<file path="config.mk">
export PLATFORM = sky130hd
export DESIGN_NAME = inst_queue
export DESIGN_NICKNAME = d
export VERILOG_FILES = /design/src/rtl/inst_queue.sv
export SDC_FILE = /design/constraint.sdc
export NUM_CORES = 1
export LEC_CHECK = 0
export BUFFER_PORTS_ARGS = -buffer_cell sky130_fd_sc_hd__buf_2
export CORE_ASPECT_RATIO = 1.4
export CORE_MARGIN = 2
export CORE_UTILIZATION = 40
export DETAILED_ROUTE_END_ITERATION = 10
export HOLD_SLACK_MARGIN = 0.1
export PLACE_DENSITY = 0.6
export SYNTH_ARGS = -nofsm -noshare
export SYNTH_HDL_FRONTEND = slang
export SYNTH_SLANG_ARGS = --single-unit
</file>
<file path="constraint.sdc">
create_clock -name clk -period 5.5 [get_ports clk]
set_input_delay 0.55 -clock clk [delete_from_list [all_inputs] [get_ports clk]]
set_output_delay 0.55 -clock clk [all_outputs]
set_load 0.02 [all_outputs]
</file>
<file path="src/rtl/inst_queue.sv">
`timescale 1ns/1ps
// inst_queue: circular instruction/PC queue between fetch (IF) and decode (ID).
// The head entry is shown ahead combinationally. ID pops it with a one-cycle
// enable. A flush empties the queue on a redirect.
//
// Ports:
//   clk, rst           clock; synchronous active-high reset (takes effect regardless of rdy)
//   rdy                global ready; when low, push/pop/flush are ignored and state holds
//   IF_inst_valid      push request carrying IF_inst / IF_pc
//   flush              discard all entries (head/tail/count cleared, memory untouched)
//   ID_enable          pop request for the current head entry
//   inst, pc           head entry, forced to 0 while empty
//   queue_is_empty     count == 0
//   queue_is_full      count == DEPTH
//   queue_almost_full  free slots <= AF_MARGIN
//
// DEPTH must equal 2**ADDR_WIDTH so pointers wrap naturally.
module inst_queue #(
    parameter int unsigned DEPTH      = 16,
    parameter int unsigned ADDR_WIDTH = 4,
    parameter int unsigned AF_MARGIN  = 2
) (
    input  logic        clk,
    input  logic        rst,
    input  logic        rdy,
    input  logic        IF_inst_valid,
    input  logic [31:0] IF_inst,
    input  logic [31:0] IF_pc,
    output logic        queue_is_full,
    output logic        queue_almost_full,
    input  logic        flush,
    input  logic        ID_enable,
    output logic        queue_is_empty,
    output logic [31:0] inst,
    output logic [31:0] pc
);

    localparam int unsigned DATA_WIDTH = 32;
    localparam int unsigned CNT_WIDTH  = ADDR_WIDTH + 1;
    localparam logic [CNT_WIDTH-1:0] DEPTH_CNT = CNT_WIDTH'(DEPTH);
    localparam logic [CNT_WIDTH-1:0] AF_CNT    = CNT_WIDTH'(AF_MARGIN);

    logic [DATA_WIDTH-1:0] mem_inst [DEPTH];
    logic [DATA_WIDTH-1:0] mem_pc   [DEPTH];

    logic [ADDR_WIDTH-1:0] head;
    logic [ADDR_WIDTH-1:0] tail;
    logic [CNT_WIDTH-1:0]  count;
    logic [CNT_WIDTH-1:0]  count_next;
    logic [CNT_WIDTH-1:0]  free_slots;

    logic push_ok;
    logic pop_ok;
    logic advance;

    // Both qualifiers use the occupancy before this cycle's update, so a push
    // while full is dropped even if a pop happens in the same cycle.
    assign push_ok = IF_inst_valid && (count < DEPTH_CNT);
    assign pop_ok  = ID_enable && (count != '0);

    // Normal push/pop activity: rdy high, no reset or flush in this cycle.
    assign advance = rdy && !rst && !flush;

    // Occupancy update; a simultaneous push and pop leave it unchanged.
    always_comb begin
        count_next = count;
        case ({push_ok, pop_ok})
            2'b10:   count_next = count + CNT_WIDTH'(1);
            2'b01:   count_next = count - CNT_WIDTH'(1);
            default: count_next = count;
        endcase
    end

    // Pointer and count registers: reset beats rdy; flush beats push/pop.
    always_ff @(posedge clk) begin
        if (rst) begin
            head  <= '0;
            tail  <= '0;
            count <= '0;
        end else if (rdy) begin
            if (flush) begin
                head  <= '0;
                tail  <= '0;
                count <= '0;
            end else begin
                if (push_ok) begin
                    tail <= tail + ADDR_WIDTH'(1);
                end
                if (pop_ok) begin
                    head <= head + ADDR_WIDTH'(1);
                end
                count <= count_next;
            end
        end
    end

    // Storage is deliberately not cleared by reset or flush.
    always_ff @(posedge clk) begin
        if (advance && push_ok) begin
            mem_inst[tail] <= IF_inst;
            mem_pc[tail]   <= IF_pc;
        end
    end

    // Status flags, derived from the registered count.
    assign free_slots        = DEPTH_CNT - count;
    assign queue_is_empty    = (count == '0);
    assign queue_is_full     = (count == DEPTH_CNT);
    assign queue_almost_full = (free_slots <= AF_CNT);

    // Show-ahead head entry, zeroed when nothing is queued.
    assign inst = queue_is_empty ? '0 : mem_inst[head];
    assign pc   = queue_is_empty ? '0 : mem_pc[head];

endmodule

</file>
## Word-level counts from Yosys, hierarchy flattened

Memories as Yosys holds them, arrays and structs flattened. A register that Yosys moved wholly into a read port is not among the register bits.
Index checks and enable logic that the tools add are counted.

| word-level totals | value |
|---|---|
| bits in registers | 13 |
| RAM bits | 1,024 |
| input bits | 70 |
| output and inout bits | 67 |
| logic and storage cells | 44 |
| memories | 2 |

Memory list:

| memory | words | width | rd ports | clocked after Yosys merged registers in | wr ports | line | text |
|---|---|---|---|---|---|---|---|
| mem_inst | 16 | 32 | 1 | 1 | 1 | 43 | `logic [DATA_WIDTH-1:0] mem_inst [DEPTH];` |
| mem_pc | 16 | 32 | 1 | 1 | 1 | 44 | `logic [DATA_WIDTH-1:0] mem_pc [DEPTH];` |

| cells by class | value |
|---|---|
| $add $sub $neg | 5 |
| order comparisons | 2 |
| eq/ne operators | 3 |
| mux-type cells | 14 |
| reduce and logical (&&, ||, !) cells | 15 |

Operator list:

| kind | number |
|---|---|
| $mux W32 | 2 |
| $mux W4 | 8 |
| $pmux W5 S2 | 1 |
| $add A4 B1 Y4 const B | 2 |
| $reduce_and A2 Y1 | 3 |
| $add A5 B1 Y5 const B | 1 |
| $eq A5 B5 Y1 const B | 1 |
| $le A5 B2 Y1 const B | 1 |
| $logic_and A1 B1 Y1 | 5 |
| $logic_not A5 Y1 | 1 |
| $lt A5 B5 Y1 const B | 1 |
| $mux W5 | 1 |
| $reduce_bool A5 Y1 | 1 |
| $sub A5 B1 Y5 const B | 1 |
| $sub A5 B5 Y5 const A | 1 |
| $reduce_bool A2 Y1 | 2 |
| $reduce_bool A3 Y1 | 1 |
| $eq A2 B1 Y1 const B | 1 |
| $eq A2 B2 Y1 const B | 1 |
| $logic_not A1 Y1 | 2 |
| $mux W1 | 2 |

## Depth between registers and ports, before layout

Gate-level depths: netlist (run 1).

| logic depth | value |
|---|---|
| depth in word-level cells | 6 |
| gate-level depth with buffers | 14 |
| mapped depth without buffers | 13 |

## Least setup slack after synthesis (run 1)

No wires, ideal clock.

| timing path | value |
|---|---|
| path type | register to register |
| start point | reg count[0] |
| end point | mem mem_inst[10][0], enable pin |
| setup time | 0.429 ns |
| data arrival time | 3.471 ns |
| data required time | 5.071 ns |
| slack | 1.601 ns |
| cell stages (with the launch flop) | 9 |
| buffers on the path | 0 |
| period minus slack after synthesis | 3.899 ns |
| cell sequence | dfxtp_1 -> inv_1 -> ha_1 -> nor3b_1 -> ha_1 -> nor2b_1 -> nand3_1 -> nor3b_1 -> and2_1 |

| on the way | value |
|---|---|
| word-level cells in the longest chain between the ends | 5 |

RTL lines:

| what | line | text |
|---|---|---|
| start, declared | 48 | `logic [CNT_WIDTH-1:0] count;` |
| start signal, assigned | 92 | `count <= count_next;` |
| $lt A5 B5 Y1 | 58 | `assign push_ok = IF_inst_valid && (count < DEPTH_CNT);` |
| $logic_and A1 B1 Y1 | 58 |  |
| $logic_and A1 B1 Y1 | 99 | `if (advance && push_ok) begin` |
| $mux W1 | 99 |  |
| $mux W1 (implied by the code) | 100 | `mem_inst[tail] <= IF_inst;` |
| end, declared | 43 |  |

Every way passes these cells.

==> out/results.ini, run 1 <==
[outcome]
status = completed

[place]
hpwl_um = 49700
place_congestion = 0.739
numPortBuffers = 136
post-place-cells = 3043

[yosys]
async_flop_share_pct = 0
yosysWarnings = 0
ys_seq_area_share_pct = 77.8
synth_area_um2 = 39900
synthCells = 1626
synth.net_count = 1707
synth-main-ff-cell = edfxtp_1
synth-edff-count = 1024
ys_types = 40
ys_seq_elements = 1041
avgSynthCellArea_um2 = 24.6

[die]
die_area_um2 = 102000
core_area_um2 = 99200
die_x_um = 271
initial_core_util_pct = 40.3
die_h_um = 378
fp-row-count = 137
design.portCount = 137

[setup_path]
cp.required_ns = 4.95
cp.arrival_ns = 3.53
critPathKind = reg -> out
critPathTopFamily = multiplexers
crit_top_cell = mux4_2
crit_fanout = 31
crit_chain = buf_4, mux4_2, mux4_2, nor2b_1, buf_2
cp-end-kind = primary output
path_buf_inv = 2
slowest_delay_ns = 0.84
cp_slowest_cell = dfxtp_4
cp-start-kind = flip-flop

[timing]
fin_crit_sh_pct = 74.1
setup_viol = 0
tns_ns = 0
finClkSkew_ns = 0.0307
rsz0062_at_grt = no
drv_slew = 0
max_freq_mhz = 245
worstMarginPinSlew_ns = 1.00
hold_viol = 0
fin_crit_ns = 4.08
maxSlewHeadroom_pct = 33.1

[global_routing]
track_usage_pct = 17.1
grt_pass1_wl_um = 128000
grt_pass1_vias = 18800
antenna_found_initial = 14
grt_max_degree = 85
gr-total-overflow = 0

[final_layout]
utilization_pct = 45.9
layout_common_cells = edfxtp_1 (1024), mux4_2 (320), buf_2 (136)
mostFrequentLayoutCell = edfxtp_1
nets = 1900
final_cells = 3216
drive_above_1_share_pct = 34.8
area.growth.synth_to_final_pct = 14.0

[flow_run]
maxCapViolCount = 0

[min_path]
hold_path.class = in -> reg

[routing]
drtAntennaViolNets = 0
routed_wl_um = 86600
drt_iter0_markers = 1776
drt_first_pass_iters = 5
wl_per_cell_um = 26.9
routed-via-count = 17600
drc = 0
vias_per_cell = 5.47

[clock_network]
htreeDepth = 3
clockBufferDepth = 3
postCtsHoldBufs = 0
cts-root-buf = clkbuf_16
cts.sinks = 1041
cts_tree = yes
path_clk_slew_ns = 0.07
cts_resized = 0
cts_buffers = 94
postCtsSetupBuffers = 0
insertion_delay_ns = 0.69

[power_and_ir_drop]
powerDensity_nw_per_um2 = 351
sw_frac_of_total_pct = 19.6
seqPwrFrac_pct = 54.6
p_clk_share_pct = 42.8
combinationalPowerShare_pct = 2.6
p_leak_nw = 13.8
switchingPower_mw = 3.13
intPower_mw = 12.8
total_power_mw = 16.0
vdd_drop_max_uv = 276

[worst reg2reg max path, cell delays in order (launching register included)]
cell and delay, ns:
dfxtp_1 0.53, inv_1 0.13, ha_1 0.23, nor3b_1 0.18
ha_1 0.23, nor2b_1 0.31, nand3_1 0.24, nor3b_1 0.52
and2_4 0.75, buf_4 0.45
[state kept, by name, indices dropped and copies added, names as in the netlist, named ones only]
signal and flops:
mem_inst 512, mem_pc 512, count 5, head 4, tail 4
[synthesized netlist by cell type, types with 3 or more instances]
library cell  number  share of area [%]
nand2b_1           3              0.047
xor2_1             3              0.066
mux4_2           320                 18
nand2_1            4              0.038
nor2b_1           67                1.0
clkbuf_1          42               0.39
a21oi_1            6              0.075
buf_1             11               0.10
o21ai_0            6              0.075
ha_1              11               0.34
nor2_1            17               0.16
inv_1              9              0.085
nor3b_1            3              0.056
edfxtp_1        1024                 77
nand3b_1           3              0.056
nor3_1             3              0.038
buf_4             20               0.38
dfxtp_1           17               0.85
mux2i_1            5               0.13
a31oi_1            3              0.047
buf_6              8               0.23
and2_1            17               0.27
[layout make-up]
type	instances	area [µm²]
diodes	2	5.00
clock buffers	118	2510
clock inverters	53	689
fillers	8051	53700
inverters	9	33.8
multi-input cells	493	8430
flip-flops and latches	1041	31100
well taps	1320	1650
repair buffers	180	1120
[power by group through the flow]
| stage | Sequential (mW) | Clock (mW) | Combinational (mW) |
|---|---|---|---|
| global route | 8.72 | 7.24 | 0.457 |
| detailed placement | 8.90 | 0 | 0.430 |
| finish | 8.73 | 6.83 | 0.417 |
| floorplan | 8.90 | 0 | 0.206 |
| global placement | 8.90 | 0 | 0.417 |
| CTS | 8.73 | 6.97 | 0.430 |
[routing by layer]
metal	GRT usage [%]	vias to the layer above	routed length (µm)
met2	29.4	523	45000
met4	4.60	14	1740
met3	3.52	125	4990
met5	0	-	78
met1	22.1	9576	34800
li1	-	7358	-
[final timing paths]
path                            slack [ns]           end      start  cells after the start
worst min register to register        0.55     flip-flop    head[2]                      2
worst min-delay path                  0.22      count[4]        rst                      2
worst max-delay path                  1.42        pc[13]  flip-flop                      5
worst max register to register        1.60  mem_pc[9][6]   count[1]                      9
[kinds of logic after synthesis]
group,count (synthesis),share of synthesized area [%]
fa+ha+maj,11,0.345
xor+xnor,5,0.110
compound gates,25,0.476
mux,325,18.2
simple gates,127,1.87
buf+inv,92,1.21
flops,1041,77.8
[metrics by stage]
| stage | setup slack, ns | instance area, µm² | hold WS (ns) |
|---|---|---|---|
| after global routing | 1.21 | 45500 | 0.217 |
| after global placement | 1.79 | 42300 | 0.507 |
| after CTS | 1.27 | 45500 | 0.160 |
| after detailed placement | 1.64 | 42300 | 0.533 |
| final | 1.42 | 45600 | 0.220 |
| after floorplan | 1.60 | 39900 | 0.477 |
Power figures use the tool's default switching activity.
==> inputs of run 2 (changes only) <==
- clock period: 5.5 -> 3.8 ns (I/O delays scaled with it)
==> out/results.ini, run 2 (synthesis gave the netlist of run 1 again) <==
[final_layout]
fillers = 7982
drive_above_1_share_pct = 34.5
area.growth.synth_to_final_pct = 17.0
largest_registers = mem_inst (512), mem_pc (512), count (5)
multi_input_area_um2 = 8430
layout_common_cells = edfxtp_1 (1024), mux4_2 (320), buf_2 (136)
nets = 1989
regArea_um2 = 31100
final_cells = 3309
mostFrequentLayoutCell = edfxtp_1

[setup_path]
critPathKind = reg -> out
cp.required_ns = 3.42
cp-start-kind = flip-flop
r2r_cells = 9
crit_fanout = 36
cp-end-kind = primary output
cp.arrival_ns = 3.19
r2r_setup_slack_ns = 0.36
r2r_end = mem_inst[14][22]
regToRegStartpoint = count[1]

[routing]
drtAntennaViolNets = 0
drc = 0
vias_per_cell = 5.43
wl_per_cell_um = 26.3
routed-via-count = 18000
drt_iter0_markers = 1552
routed_wl_um = 86900
drt_first_pass_iters = 5

[clock_network]
clockBufferDepth = 3
cts-root-buf = clkbuf_16
cts.sinks = 1041
cts_buffers = 95
htreeDepth = 3
cts_tree = yes
insertion_delay_ns = 0.68
path_clk_slew_ns = 0.06

[global_routing]
antenna_found_initial = 5
grt_pass1_wl_um = 129000
grtUsageMet1_pct = 22.8
gr-total-overflow = 0
grt.busiest_layer = met2
grt_use_met3_pct = 2.78
track_usage_pct = 17.2
use_met2_pct = 29.7
grt_max_degree = 67
grt_pass1_vias = 19400

[timing]
drv_slew = 0
fin_crit_sh_pct = 94.0
finClkSkew_ns = 0.0229
fin_crit_ns = 3.57
hold_viol = 0
maxSlewHeadroom_pct = 42.5
max_freq_mhz = 280
tns_ns = 0
rsz0062_at_grt = no
setup_viol = 0
worstMarginPinSlew_ns = 0.863

[min_path]
min_path_cells = 4
hold_path.class = in -> reg
hp-start = ID_enable

[die]
core_area_um2 = 99200
die_area_um2 = 102000
die_h_um = 378
die_x_um = 271
initial_core_util_pct = 40.3
fp-row-count = 137
design.portCount = 137

[power_and_ir_drop]
p_leak_nw = 14.3
powerDensity_nw_per_um2 = 489
vdd_drop_max_uv = 371

[place]
hpwl_um = 49300
numPortBuffers = 136
post-place-cells = 3064
place_congestion = 0.733

[outcome]
status = completed

[flow_run]
maxCapViolCount = 0

run 2: per-layer routing:
| layer | share of wire (%) | vias up | wire (µm) |
|---|---|---|---|
| li1 | - | 7567 | - |
| met1 | 41 | 9806 | 36000 |
| met2 | 52 | 455 | 45300 |
| met3 | 4.4 | 121 | 3800 |
| met4 | 2.0 | 8 | 1760 |
| met5 | 0.053 | - | 46 |
run 2: area by class of cell:
class / instances / area share [%]
multi-input combinational: 493 / 18.0
clock buffer: 113 / 5.32
tap: 1320 / 3.53
inverter: 9 / 0.0723
antenna: 1 / 0.00536
clock inverter: 64 / 1.33
sequential: 1041 / 66.6
timing repair buffer: 268 / 5.13
run 2: critical path, cell delays in order, from the launching register on:
cell,delay [ns]
dfxtp_4,0.62
buf_12,0.33
mux4_2,0.56
mux4_2,0.53
nor2b_1,0.20
buf_2,0.21
run 2: where the power goes:
group          leakage (nW)  internal (mW)  switching, mW
clock                  1.52           5.38           4.18
combinational          3.43          0.249          0.414
sequential             9.35           12.6         0.0125
run 2: metrics by stage:
stage                     total power, mW  hold slack [ns]  instance area, µm²  utilization, %  setup WS [ns]
after floorplan                      13.2            0.477               40000               -          0.592
after global placement               13.5            0.502               42900            43.3          0.493
after detailed placement             13.5            0.526               42900            43.3          0.410
after CTS                            23.1            0.134               46700            47.1         0.0419
after global routing                 23.6            0.201               46700            47.1         0.0954
final                                22.9            0.188               46700            47.1          0.229
run 2: what timing repair did:
action	in CTS	in global routing
setup endpoints to repair	1	5
endpoints found under the hold margin	1039	0
resized for setup	0	1
buffers inserted	1	0
hold buffers	66	0
run 2: worst max path at each step:
stage / from / to / cells past startpoint
floorplan: count[0] / mem_inst[10][0] / 8
global placement: count[1] / mem_inst[14][21] / 9
detailed placement: count[1] / mem_pc[8][6] / 9
CTS: count[1] / pc[30] / 7
global route: count[1] / count[4] / 13
finish: flip-flop / pc[30] / 5
